==> src/rtl/shift_register_pkg.sv <==
// Shared encodings for the universal shift register: operation modes and burst FSM states.
package shift_register_pkg;

    typedef enum logic [2:0] {
        HOLD = 3'd0,
        LOAD = 3'd1,
        SHL  = 3'd2,
        SHR  = 3'd3,
        ROL  = 3'd4,
        ROR  = 3'd5,
        ASR  = 3'd6,
        RSVD = 3'd7
    } modeE;

    typedef enum logic {
        IDLE  = 1'b0,
        SHIFT = 1'b1
    } stateE;

    function automatic logic isShiftMode(logic [2:0] mode);
        return (mode >= 3'(SHL)) && (mode <= 3'(ASR));
    endfunction

endpackage

==> src/rtl/shift_step.sv <==
// One-position next-value function of the shift register; purely combinational.
module shift_step
    import shift_register_pkg::*;
#(
    parameter int unsigned WIDTH = 8
) (
    input  logic [WIDTH-1:0] q,
    input  logic [2:0]       mode,
    input  logic             serInL,
    input  logic             serInR,
    output logic [WIDTH-1:0] qNext
);

    always_comb begin
        qNext = q;
        case (mode)
            3'(SHL): qNext = {q[WIDTH-2:0], serInR};
            3'(SHR): qNext = {serInL, q[WIDTH-1:1]};
            3'(ROL): qNext = {q[WIDTH-2:0], q[WIDTH-1]};
            3'(ROR): qNext = {q[0], q[WIDTH-1:1]};
            3'(ASR): qNext = {q[WIDTH-1], q[WIDTH-1:1]};
            default: qNext = q;
        endcase
    end

endmodule

==> src/rtl/shift_register_univ.sv <==
// Universal shift register: parallel load, shifts, rotates and counted bursts with Busy/Done.
module shift_register_univ
    import shift_register_pkg::*;
#(
    parameter int unsigned WIDTH = 8,
    localparam int unsigned CNT_W = $clog2(WIDTH) + 1
) (
    input  logic             Clk,
    input  logic             ResetB,
    input  logic             Start,
    input  logic [2:0]       Mode,
    input  logic [CNT_W-1:0] Count,
    input  logic [WIDTH-1:0] D,
    input  logic             SerInL,
    input  logic             SerInR,
    output logic [WIDTH-1:0] Q,
    output logic             SerOutL,
    output logic             SerOutR,
    output logic             Busy,
    output logic             Done
);

    stateE            stateQ, stateD;
    logic [CNT_W-1:0] cntQ, cntD;
    logic [2:0]       modeQ, modeD;
    logic [WIDTH-1:0] qQ, qD;
    logic             doneQ, doneD;

    logic [WIDTH-1:0] shiftNext;
    logic [CNT_W-1:0] countClamped;
    logic             launchBurst;

    shift_step #(
        .WIDTH (WIDTH)
    ) u_shift_step (
        .q      (qQ),
        .mode   (modeQ),
        .serInL (SerInL),
        .serInR (SerInR),
        .qNext  (shiftNext)
    );

    assign countClamped = (Count > CNT_W'(WIDTH)) ? CNT_W'(WIDTH) : Count;
    assign launchBurst  = Start && isShiftMode(Mode) && (Count != '0);

    always_comb begin
        stateD = stateQ;
        cntD   = cntQ;
        modeD  = modeQ;
        qD     = qQ;
        doneD  = 1'b0;
        unique case (stateQ)
            IDLE: begin
                if (launchBurst) begin
                    stateD = SHIFT;
                    modeD  = Mode;
                    cntD   = countClamped;
                end else if (Start) begin
                    doneD = 1'b1;
                    if (Mode == 3'(LOAD)) begin
                        qD = D;
                    end
                end
            end
            SHIFT: begin
                qD   = shiftNext;
                cntD = cntQ - CNT_W'(1);
                if (cntQ == CNT_W'(1)) begin
                    doneD  = 1'b1;
                    stateD = IDLE;
                    // Only a new burst may chain on the final shift edge; a LOAD here would
                    // collide with the last shift, so non-burst Starts are ignored until idle.
                    if (launchBurst) begin
                        stateD = SHIFT;
                        modeD  = Mode;
                        cntD   = countClamped;
                    end
                end
            end
            default: stateD = IDLE;
        endcase
    end

    always_ff @(posedge Clk or negedge ResetB) begin
        if (!ResetB) begin
            stateQ <= IDLE;
            cntQ   <= '0;
            modeQ  <= 3'(HOLD);
            qQ     <= '0;
            doneQ  <= 1'b0;
        end else begin
            stateQ <= stateD;
            cntQ   <= cntD;
            modeQ  <= modeD;
            qQ     <= qD;
            doneQ  <= doneD;
        end
    end

    assign Q       = qQ;
    assign SerOutL = qQ[WIDTH-1];
    assign SerOutR = qQ[0];
    assign Busy    = (stateQ == SHIFT);
    assign Done    = doneQ;

endmodule

==> config.mk <==
export PLATFORM = sky130hd
export DESIGN_NAME = shift_register_univ
export DESIGN_NICKNAME = d
export VERILOG_FILES = /design/src/rtl/shift_register_pkg.sv /design/src/rtl/shift_step.sv /design/src/rtl/shift_register_univ.sv
export SDC_FILE = /design/constraint.sdc
export NUM_CORES = 1
export LEC_CHECK = 0
export BUFFER_PORTS_ARGS = -buffer_cell sky130_fd_sc_hd__buf_2
export CAP_MARGIN = 10
export CORE_MARGIN = 1
export CORE_UTILIZATION = 47
export DETAILED_ROUTE_END_ITERATION = 6
export PLACE_DENSITY = 0.73
export REMOVE_ABC_BUFFERS = 1
export SYNTH_ARGS = -nofsm -noshare
export SYNTH_HDL_FRONTEND = slang
export SYNTH_SLANG_ARGS = --single-unit
==> constraint.sdc <==
create_clock -name Clk -period 2.04 [get_ports Clk]
set_clock_uncertainty 0.2 [all_clocks]
set_input_delay 0.408 -clock Clk [delete_from_list [all_inputs] [get_ports Clk]]
set_output_delay 0.408 -clock Clk [all_outputs]
set_load 0.005 [all_outputs]
Word-level counts from Yosys, hierarchy flattened
Cells that the tools add are included.
{"block": "op_classes", "n_addsub": 1, "magnitude_cmp": 3, "n_eq_ne": 15, "mux": 20, "bitwise_logic": 1, "reduce_logical": 6}
{"op": "$pmux W8 S5", "count": 1}
{"op": "$mux W8", "count": 3}
{"op": "$mux W4", "count": 4}
{"op": "$pmux W8 S2", "count": 1}
{"op": "$ne A2 B2 Y1 const B", "count": 5}
{"op": "$eq A3 B3 Y1 const B", "count": 3}
{"op": "$pmux W4 S2", "count": 1}
{"op": "$eq A3 B2 Y1 const B", "count": 2}
{"op": "$mux W3", "count": 2}
{"op": "$ne A6 B1 Y1 const B", "count": 1}
{"op": "$pmux W3 S2", "count": 1}
{"op": "$mux W1", "count": 5}
{"op": "$ne A5 B1 Y1 const B", "count": 1}
{"op": "$reduce_and A5 Y1", "count": 1}
{"op": "$eq A4 B1 Y1 const B", "count": 1}
{"op": "$gt A4 B4 Y1 const B", "count": 1}
{"op": "$pmux W1 S2", "count": 2}
{"op": "$reduce_and A4 Y1", "count": 1}
{"op": "$reduce_bool A4 Y1", "count": 1}
{"op": "$sub A4 B1 Y4 const B", "count": 1}
{"op": "$eq A3 B1 Y1 const B", "count": 1}
{"op": "$ge A3 B2 Y1 const B", "count": 1}
{"op": "$le A3 B3 Y1 const B", "count": 1}
{"op": "$logic_and A1 B1 Y1", "count": 3}
{"op": "2 further kinds", "count": 2}
{"block": "totals", "reg_bits": 17, "inputBits": 20, "wordCells": 52}

Longest topological paths before layout
Gate-level depths: netlist of run 1.
{"block": "depth", "word_depth": 7, "ltp_mapped": 6, "depth_no_buf": 6}

Cells and area by module
A second synthesis of run 1 with hierarchy kept.
{"block": "unflattened", "cells_unflattened": 135, "area_unflattened_um2": 1271.2}
{"module": "shift_register_univ", "instances": 1, "cells_each": 90, "area_per_inst_um2": 905.9, "seq_area_each_um2": 425.4}
{"module": "shift_step", "instances": 1, "cells_each": 45, "area_per_inst_um2": 365.4, "seq_area_each_um2": 0.0}

Worst setup path before layout of run 1
No wires, ideal clock.
{"block": "synth_path", "kind": "reg2reg", "from": "reg cntQ[1]", "to": "reg modeQ[0]", "setup_time_ns": 0.127, "t_arrival_ns": 1.775, "t_required_ns": 1.713, "setup_slack_ns": -0.062, "stages_incl_launch_ff": 6, "n_path_buf": 0, "synth_period_minus_slack_ns": 2.102, "path_cell_list": "dfrtp_1 -> inv_1 -> ha_1 -> or3b_4 -> a2111oi_4 -> mux2_1"}
{"block": "synth_between", "elab_chain_cells": 2}
{"element": "start, declared", "line": "shift_register_univ.sv:24", "text": "logic [CNT_W-1:0] cntQ, cntD;"}
{"element": "start signal, assigned", "line": "shift_register_univ.sv:93", "text": "cntQ <= cntD;"}
{"element": "$eq A4 B1 Y1", "line": "shift_register_univ.sv:68", "text": "if (cntQ == CNT_W'(1)) begin"}
{"element": "$ne A2 B1 Y1 (no line)"}
{"element": "end signal, assigned", "line": "shift_register_univ.sv:88", "text": "modeQ <= 3'(HOLD);"}
{"element": "end signal, assigned", "line": "shift_register_univ.sv:94", "text": "modeQ <= modeD;"}
{"element": "end, declared", "line": "shift_register_univ.sv:25", "text": "logic [2:0] modeQ, modeD;"}
No other way between the ends.
A chain may end at the register's enable or synchronous reset.

Worst setup path in the final report of run 1
Same ends and word-level chain as after synthesis.

==> flow_summary_export.csv, run 1 <==
group,metric,value,unit
cts,cts_tree,"done",
timing,final-hold-violation-count,0,
cts,clk_latency,0.30,ns
place,port_buffers,31,
run,max-cap-violations,0,
cts,clock-sinks,17,
drt,vias,1366,
timing,final.setup.tns,-0.153,ns
critical_path,worstPathArrival,2.10,ns
logic_synthesis,synth_ff_type,"dfrtp_1",
layout,layoutNonFillerInstCount,228,
power,power_density,1650,nW/um^2
critical_path,path_delay_family,"flip-flops",
logic_synthesis,yosys-top-cells-area,"dfrtp_1, mux2i_1, a31oi_1, nand2_1, nor3_1",
logic_synthesis,synth-edff-count,0,
logic_synthesis,syn_inst,150,
critical_path,cp_cell_sequence,"inv_2 > ha_4 > or3b_4 > a2111oi_4 > buf_4 > mux2_4",
critical_path,cpMaxStageDelayCell,"dfrtp_1",
worst_hold_path,min_path_type,"in2reg",
power,p_leak,0.737,nW
cts,cts_inserted_buffers,3,
timing,fin_crit,2.11,ns
layout,fin_nets,221,
critical_path,start_kind,"register",
drt,dr.pass1.iters,4,
logic_synthesis,yosys.area.top_type_share,0.330,
floorplanning,io_pins,32,
cts,cts_root_buf,"clkbuf_4",
logic_synthesis,syn_avg_cell_area,8.60,sq um
floorplanning,fp.dieW,54.4,um
grt,grt_use_total,0.281,
place,gp_congestion,0.802,
drt,via_per_inst,5.99,
logic_synthesis,async_reset_ff_frac,1.00,
status,violations,"setup timing",
status,status,"complete, but fails checks",
critical_path,path_buf_inv,2,
drt,wirelength,3730,um
layout,drive_gt1_frac,0.348,
timing,finalSetupViolations,3,
timing,worst_slack,-0.0688,ns
timing,report.final.slew_viol_count,0,
critical_path,crit_type,"reg2reg",
logic_synthesis,synthTopCellsByCount,"dfrtp_1, nand2_1, a31oi_1, mux2i_1, nor3_1",
critical_path,crit_fanout,4,
logic_synthesis,yosysWarnings,0,
grt,grt_first_pass_wirelength,5830,um
grt,antenna_found_initial,0,
drt,ant_nets,0,
logic_synthesis,syn-cell-area,1290,sq um
logic_synthesis,synth_seq_cells,17,
critical_path,end_kind,"register",
logic_synthesis,synth_top_cell_by_area,"dfrtp_1",
logic_synthesis,synth.most_common_cell,"dfrtp_1",
grt,grt_max_degree,18,
power,peakVddDrop,0.000941,V
grt,overflow,0,
timing,rsz0062_at_grt,"yes",
floorplanning,die_h,54.4,um
timing,slew_headroom,0.601,
power,power.total,2.76,mW
timing,fin_crit_sh,1.03,
floorplanning,dieArea,2960,sq um
logic_synthesis,synth.yosys.seq_area_share,0.330,
drt,drt_iter0_drc,31,
layout,antennaDiodeCount,0,
cts,clkTransAtPathRegs,0.11,ns
cts,cts_buffer_depth,2,
drt,remaining_drc_errors,0,
critical_path,cpPeakStageDelay,0.41,ns
critical_path,required,2.03,ns
timing,worst_pin_slew,0.594,ns
cts,cts_max_level,1,
grt,grt_pass1_vias,1295,
logic_synthesis,yosysUniqueCellTypes,42,
floorplanning,rows,18,
layout,fillCellCount,221,
layout,utilization,0.656,
place,dp_cells,219,
place,hpwl,2540,um
timing,timing.hold.ws,0.136,ns
timing,timing.fmax,474,MHz
floorplanning,start_util,0.507,
floorplanning,coreArea,2540,sq um
drt,wl_per_cell,16.4,um
layout,area_growth,29.5,%
==> placed cells by master (no fill, tap or decap), types with 3 or more instances in the layout <==
cell type  count
buf_2         31
buf_4         24
dfrtp_1       16
nand2_1       14
a31oi_1       11
mux2i_1        9
nor3_1         8
inv_1          6
nor2_1         6
o21ai_0        6
a21oi_1        6
nor2b_1        6
nand3_1        5
a32oi_1        4
nor3b_1        3
o2111ai_1      3
clkbuf_4       3
==> layout make-up <==
cell class / count / area, sq um / area share
Clock buffer: 4 / 26.3 / 0.0157
Inverter: 7 / 26.3 / 0.0157
Multi-Input combinational cell: 114 / 808 / 0.484
Sequential cell: 17 / 427 / 0.255
Tap cell: 30 / 37.5 / 0.0225
Timing Repair Buffer: 56 / 345 / 0.207
==> routing by layer <==
layer / GRT usage / up-vias / part of all wire
li1: - / 661 / -
met1: 0.325 / 651 / 0.43
met2: 0.500 / 46 / 0.51
met3: 0.0306 / 8 / 0.032
met4: 0.150 / 0 / 0.023
met5: 0 / - / 0
==> tightest hold or removal path, cell delays in order <==
cell	delay (ns)
buf_2	0.09
a32oi_1	0.05
o31ai_1	0.06
==> sequential cells by signal, indices dropped and copies added, names as in the netlist <==
| name | cells |
|---|---|
| Done | 1 |
| cntQ | 4 |
| Q | 8 |
| modeQ | 3 |
| Busy | 1 |
==> stage by stage <==
step                      cell area, sq um  setup WS [ns]
after floorplan                       1230        -0.0626
after global placement                1580        -0.0844
after detailed placement              1580         -0.140
after CTS                             1650        -0.0416
after global routing                  1670         -0.115
final                                 1670        -0.0688
==> cell families after synthesis <==
logic type,synth area share
adder cells (fa/ha/maj),0.0194
flip-flops,0.330
AO/OA/AOI/OAI,0.267
multiplexers,0.0873
buffers and inverters,0.0640
XOR/XNOR,0.0136
AND/OR/NAND/NOR,0.219
==> path summary, 6_finish.rpt <==
| kind | startpoint | to | slack [ns] | cells past startpoint |
|---|---|---|---|---|
| min | Count[0] | cntQ[0] | 0.14 | 3 |
| min in group asynchronous | ResetB | Q[1] | 0.35 | 2 |
| max in group asynchronous | ResetB | modeQ[1] | 0.96 | 2 |
| max reg2reg | cntQ[1] | modeQ[0] | -0.07 | 6 |
| min reg2reg | cntQ[2] | cntQ[2] | 0.44 | 3 |
| max | cntQ[1] | modeQ[0] | -0.07 | 6 |
==> where the power goes <==
group	switching, mW	leakage (nW)	internal, mW
clock	0.121	0.0150	0.0763
combinational	0.861	0.530	0.890
sequential	0.300	0.192	0.515
total	1.28	0.737	1.48
==> what timing repair did <==
item / in CTS / in global routing
resized for setup: 4 / 4
hold buffers: 1 / 0
setup buffers: 3 / 1
pin swaps: 2 / 0
endpoints found under the hold margin: 17 / 0
setup endpoints to repair: 5 / 9
No activity file was read; power rests on OpenSTA's default activity.
==> run 2: changes to the inputs <==
CTS_BUF_LIST = sky130_fd_sc_hd__clkbuf_16   (was unset)
==> run 2 against run 1 <==
  * The flow still finishes with violations (setup timing)
  * Clock power up 97%
  * Count of clock-buffer cells in the layout is 1 lower
  * Design area increased by 3.3%
  * Flip-flop and latch count is the same
  * Via count grew 0.81%
==> flow_summary_export.csv, run 2 (same netlist as run 1, synthesis figures left out) <==
group,metric,value,unit
timing,rsz0062_at_grt,"yes",
cts,cts_root_buf,"clkbuf_16",
timing,report.final.slew_viol_count,0,
critical_path,path_delay_family,"simple AND/OR/NAND/NOR gates",
power,p_sw,1.30,mW
layout,mostFrequentLayoutCell,"buf_2",
critical_path,cpMaxStageDelayCell,"or3b_4",
layout,layout_common_cells,"buf_2, buf_4, dfrtp_1",
grt,grt_use_total,0.289,
drt,routed-wl-met3,151,um
floorplanning,die_h,54.4,um
power,combPwrFrac,0.595,
grt,overflow,0,
grt,grt_max_degree,18,
floorplanning,coreArea,2540,sq um
layout,utilization,0.678,
timing,timing.fmax,473,MHz
critical_path,start_kind,"register",
timing,finalSetupViolations,3,
timing,worst_pin_slew,0.589,ns
layout,drive_gt1_frac,0.348,
layout,antennaDiodeCount,0,
drt,ant_nets,0,
timing,final-hold-violation-count,0,
timing,slew_headroom,0.605,
power,power_frac_clock,0.131,
cts,clk_latency,0.25,ns
floorplanning,start_util,0.507,
cts,clkTransAtPathRegs,0.05,ns
critical_path,crit_type,"reg2reg",
status,status,"complete, but fails checks",
critical_path,required,1.97,ns
floorplanning,io_pins,32,
drt,met1_length,1600,um
drt,wl_per_cell,16.6,um
timing,fin_crit_sh,1.04,
timing,fin_crit,2.11,ns
timing,worst_slack,-0.0745,ns
drt,met2_length,1970,um
power,seq_power_share,0.275,
critical_path,path_buf_inv,2,
drt,via_per_inst,6.04,
power,p_int,1.67,mW
floorplanning,dieArea,2960,sq um
grt,antenna_found_initial,0,
power,power_density,1720,nW/um^2
run,max-cap-violations,0,
place,port_buffers,31,
drt,dr.pass1.iters,4,
cts,clock-sinks,17,
drt,highest_layer,"met4",
grt,grt_first_pass_wirelength,6000,um
critical_path,end_kind,"register",
cts,cts_inserted_buffers,3,
place,hpwl,2540,um
drt,wirelength,3790,um
layout,area_growth,33.8,%
power,peakVddDrop,0.000993,V
timing,final.setup.tns,-0.198,ns
floorplanning,fp.dieW,54.4,um
power,swShare,0.438,
critical_path,cp_cell_sequence,"inv_2 > ha_4 > or3b_4 > a2111oi_4 > buf_4 > mux2_4",
cts,cts_tree,"done",
critical_path,worstPathArrival,2.04,ns
critical_path,cpPeakStageDelay,0.41,ns
layout,largest_reg_flops,8,
power,p_leak,0.768,nW
status,violations,"setup timing",
drt,drt_iter0_drc,40,
worst_hold_path,min_path_type,"in2reg",
drt,vias,1377,
critical_path,crit_fanout,4,
floorplanning,rows,18,
place,gp_congestion,0.802,
cts,cts_max_level,1,
cts,cts_buffer_depth,2,
layout,fin_nets,221,
grt,grt_pass1_vias,1281,
drt,remaining_drc_errors,0,
==> run 2: power by group through the flow <==
stage | registers, mW | logic, mW | clock network [mW]
after floorplan | 0.833 | 0.942 | 0
after global placement | 0.792 | 1.59 | 0
after detailed placement | 0.805 | 1.64 | 0
after CTS | 0.802 | 1.71 | 0.395
after global routing | 0.849 | 1.98 | 0.411
final | 0.818 | 1.77 | 0.389
==> run 2: final timing paths <==
check	start	slack (ns)	depth (start not counted)	to
setup / recovery	cntQ[1]	-0.07	6	modeQ[0]
hold / removal	Count[0]	0.20	3	cntQ[0]
setup reg to reg	cntQ[1]	-0.07	6	modeQ[0]
hold reg to reg	cntQ[2]	0.43	3	cntQ[2]
max in group asynchronous	ResetB	0.92	2	Q[6]
min in group asynchronous	ResetB	0.42	2	Q[1]
==> run 2: repair_timing <==
action,in CTS,in global routing
buffers inserted,3,1
gates resized for setup,4,4
endpoints found under the hold margin,17,0
pin swaps,2,0
endpoints found under the setup margin,4,10
hold buffers,1,0
==> run 2: final cells by class <==
| class | instances | area, sq um |
|---|---|---|
| Fill cell | 211 | 820 |
| Multi-Input combinational cell | 114 | 812 |
| Sequential cell | 17 | 425 |
| Timing Repair Buffer | 56 | 345 |
| Clock buffer | 3 | 75.1 |
| Tap cell | 30 | 37.5 |
| Inverter | 7 | 26.3 |
| Clock inverter | 1 | 3.75 |
==> run 2: routing by layer <==
| metal | vias to the layer above | global-route usage |
|---|---|---|
| li1 | 662 | - |
| met1 | 664 | 0.334 |
| met2 | 45 | 0.528 |
| met3 | 6 | 0.0472 |
| met4 | 0 | 0.107 |
| met5 | - | 0 |
==> run 2: metrics by stage <==
stage                     hold slack, ns  total power [mW]  instances  setup WS [ns]  area (sq um)
after CTS                          0.202              2.91        227        -0.0311          1700
after detailed placement           0.161              2.45        219         -0.140          1580
final                              0.201              2.98        228        -0.0745          1730
after floorplan                  -0.0876              1.77        138        -0.0626          1230
after global routing               0.221              3.24        228         -0.117          1730
after global placement             0.156              2.38        219        -0.0844          1580
==> run 2: worst min-delay path: cells and delay by family <==
family          cells  cell delay, ns
buf+inv             1            0.09
compound gates      2            0.11
==> run 3: changes to the inputs <==
==> constraint.sdc (replaced) <==
create_clock -name Clk -period 2.04 [get_ports Clk]
set_clock_uncertainty 0.2 [all_clocks]
set_input_delay 0.306 -clock Clk [delete_from_list [all_inputs] [get_ports Clk]]
set_output_delay 0.306 -clock Clk [all_outputs]
set_load 0.005 [all_outputs]
==> run 3 against run 2 <==
  * The run still ends with setup timing left
  * Worst hold slack lost 0.11 ns
  * Flip-flop and latch count is the same
  * Fmax shrank 1.7%
  * Global-route usage shrank 1.5 points
  * Critical path type unchanged
  * Wire length is essentially flat
  * Register-to-register slack lost 0.04 ns
  * Critical endpoint is now cntQ[1]
  * First-iteration DRC count shrank 10%
  * Critical path depth grew 1
  * Largest power group unchanged
  * Die area is the same
  * Largest cell class unchanged
  * Sequential share of layout area shrank 0.34 points
  * Final cell count is the same
  * Count of clock-buffer cells in the layout is the same
==> flow_summary_export.csv, run 3 (same netlist as run 1, synthesis figures left out) <==
group,metric,value,unit
power,peakVddDrop,0.00100,V
power,p_sw,1.31,mW
place,dp_cells,218,
drt,wl_per_cell,16.6,um
cts,cts_root_buf,"clkbuf_16",
power,combPwrFrac,0.610,
timing,final-hold-violation-count,0,
timing,fin_crit_sh,1.05,
critical_path,worstPathArrival,2.08,ns
place,port_buffers,31,
critical_path,cpMaxStageDelayCell,"or3b_4",
status,status,"complete, but fails checks",
place,hpwl,2540,um
drt,ant_nets,0,
layout,layoutNonFillerInstCount,228,
drt,routed-wl-met3,204,um
cts,cts_buffer_depth,2,
critical_path,end_kind,"register",
drt,via_per_inst,6.09,
grt,grt_use_total,0.275,
cts,cts_inserted_buffers,3,
drt,met1_length,1500,um
timing,timing.hold.ws,0.0929,ns
layout,antennaDiodeCount,0,
timing,finalSetupViolations,6,
timing,slew_headroom,0.551,
power,swShare,0.439,
power,power_density,1710,nW/um^2
grt,overflow,0,
timing,fin_crit,2.15,ns
critical_path,crit_fanout,3,
layout,fin_nets,221,
power,p_leak,0.776,nW
critical_path,crit_type,"reg2reg",
drt,wirelength,3780,um
grt,grt_pass1_vias,1240,
worst_hold_path,min_path_type,"in2reg",
worst_hold_path,hp-start,"Count[0]",
timing,rsz0062_at_grt,"yes",
place,gp_congestion,0.796,
drt,vias,1388,
status,violations,"setup timing",
floorplanning,start_util,0.507,
critical_path,r2r_start,"cntQ[1]",
floorplanning,coreArea,2540,sq um
critical_path,required,1.97,ns
timing,worst_slack,-0.112,ns
grt,grt_max_degree,19,
drt,met2_length,2000,um
floorplanning,dieArea,2960,sq um
drt,highest_layer,"met4",
power,power_frac_clock,0.132,
worst_hold_path,whs_path_depth,3,
cts,clock-sinks,17,
grt,grt_first_pass_wirelength,5730,um
worst_hold_path,hold-path-endpoint,"cntQ[0]",
power,p_int,1.68,mW
critical_path,path_buf_inv,2,
power,power.total,2.99,mW
cts,cts_tree,"done",
layout,area_growth,35.6,%
floorplanning,io_pins,32,
drt,dr.pass1.iters,4,
floorplanning,die_h,54.4,um
run,max-cap-violations,0,
drt,drt_iter0_drc,36,
drt,remaining_drc_errors,0,
timing,report.final.slew_viol_count,0,
critical_path,rrSetupSlack,-0.11,ns
critical_path,path_delay_family,"simple AND/OR/NAND/NOR gates",
layout,mostFrequentLayoutCell,"buf_2",
power,seq_power_share,0.259,
critical_path,r2r_end,"cntQ[1]",
critical_path,start_kind,"register",
cts,clk_latency,0.25,ns
grt,antenna_found_initial,0,
floorplanning,fp.dieW,54.4,um
floorplanning,rows,18,
critical_path,cpPeakStageDelay,0.41,ns
critical_path,cp_cell_sequence,"inv_2 > ha_4 > or3b_4 > nor4_2 > buf_4 > nor3_1 > a221o_1",
layout,largest_reg_flops,8,
layout,layout_common_cells,"buf_2, buf_4, dfrtp_1",
timing,worst_pin_slew,0.669,ns
layout,drive_gt1_frac,0.354,
critical_path,r2r_cells,7,
cts,cts_max_level,1,
timing,timing.fmax,465,MHz
cts,clkTransAtPathRegs,0.05,ns
==> run 3: worst max path at each step <==
stage | to | slack (ns) | cells past startpoint | start
global route | cntQ[1] | -0.16 | 7 | cntQ[1]
floorplan | modeQ[1] | -0.06 | 5 | cntQ[1]
global placement | modeQ[0] | -0.09 | 5 | cntQ[1]
detailed placement | modeQ[0] | -0.15 | 5 | cntQ[1]
CTS | modeQ[1] | -0.06 | 5 | cntQ[1]
finish | cntQ[1] | -0.11 | 7 | cntQ[1]
==> run 3: through the flow <==
step / instance area (sq um) / setup WS (ns) / util / TNS, ns
finish: 1750 / -0.112 / 0.687 / -0.479
global route: 1750 / -0.158 / 0.687 / -0.759
CTS: 1690 / -0.0624 / 0.665 / -0.145
detailed placement: 1570 / -0.145 / 0.617 / -0.380
global placement: 1570 / -0.0950 / 0.617 / -0.215
floorplan: 1230 / -0.0626 / - / -0.464
==> run 3: area by class of cell <==
type / count / area [sq um]
multi-input combinational: 114 / 832
fill: 206 / 796
sequential: 17 / 425
inverter: 7 / 26.3
timing repair buffer: 56 / 349
clock buffer: 3 / 75.1
clock inverter: 1 / 3.75
tap: 30 / 37.5
==> run 3: repair_timing <==
item | CTS | global route
setup endpoints to repair | 4 | 7
hold buffers | 1 | 0
hold endpoints to repair | 17 | 0
gates resized for setup | 1 | 11
gates cloned | 0 | 0
pin swaps | 1 | 2
buffers inserted | 3 | 2
==> run 3: routing by layer <==
metal,track usage,vias to the layer above
li1,-,661
met1,0.313,659
met2,0.502,57
met3,0.0500,11
met4,0.103,0
met5,0,-
==> run 3: power groups by stage <==
| stage | sequential (mW) | combinational, mW | clock [mW] |
|---|---|---|---|
| finish | 0.774 | 1.82 | 0.394 |
| floorplan | 0.833 | 0.942 | 0 |
| detailed placement | 0.761 | 1.68 | 0 |
| CTS | 0.759 | 1.74 | 0.396 |
| global placement | 0.745 | 1.63 | 0 |
| global route | 0.799 | 2.03 | 0.409 |
==> run 3: worst min-delay path: stages <==
cell and delay [ns]:
buf_2 0.09, a32oi_1 0.05, o31ai_1 0.06
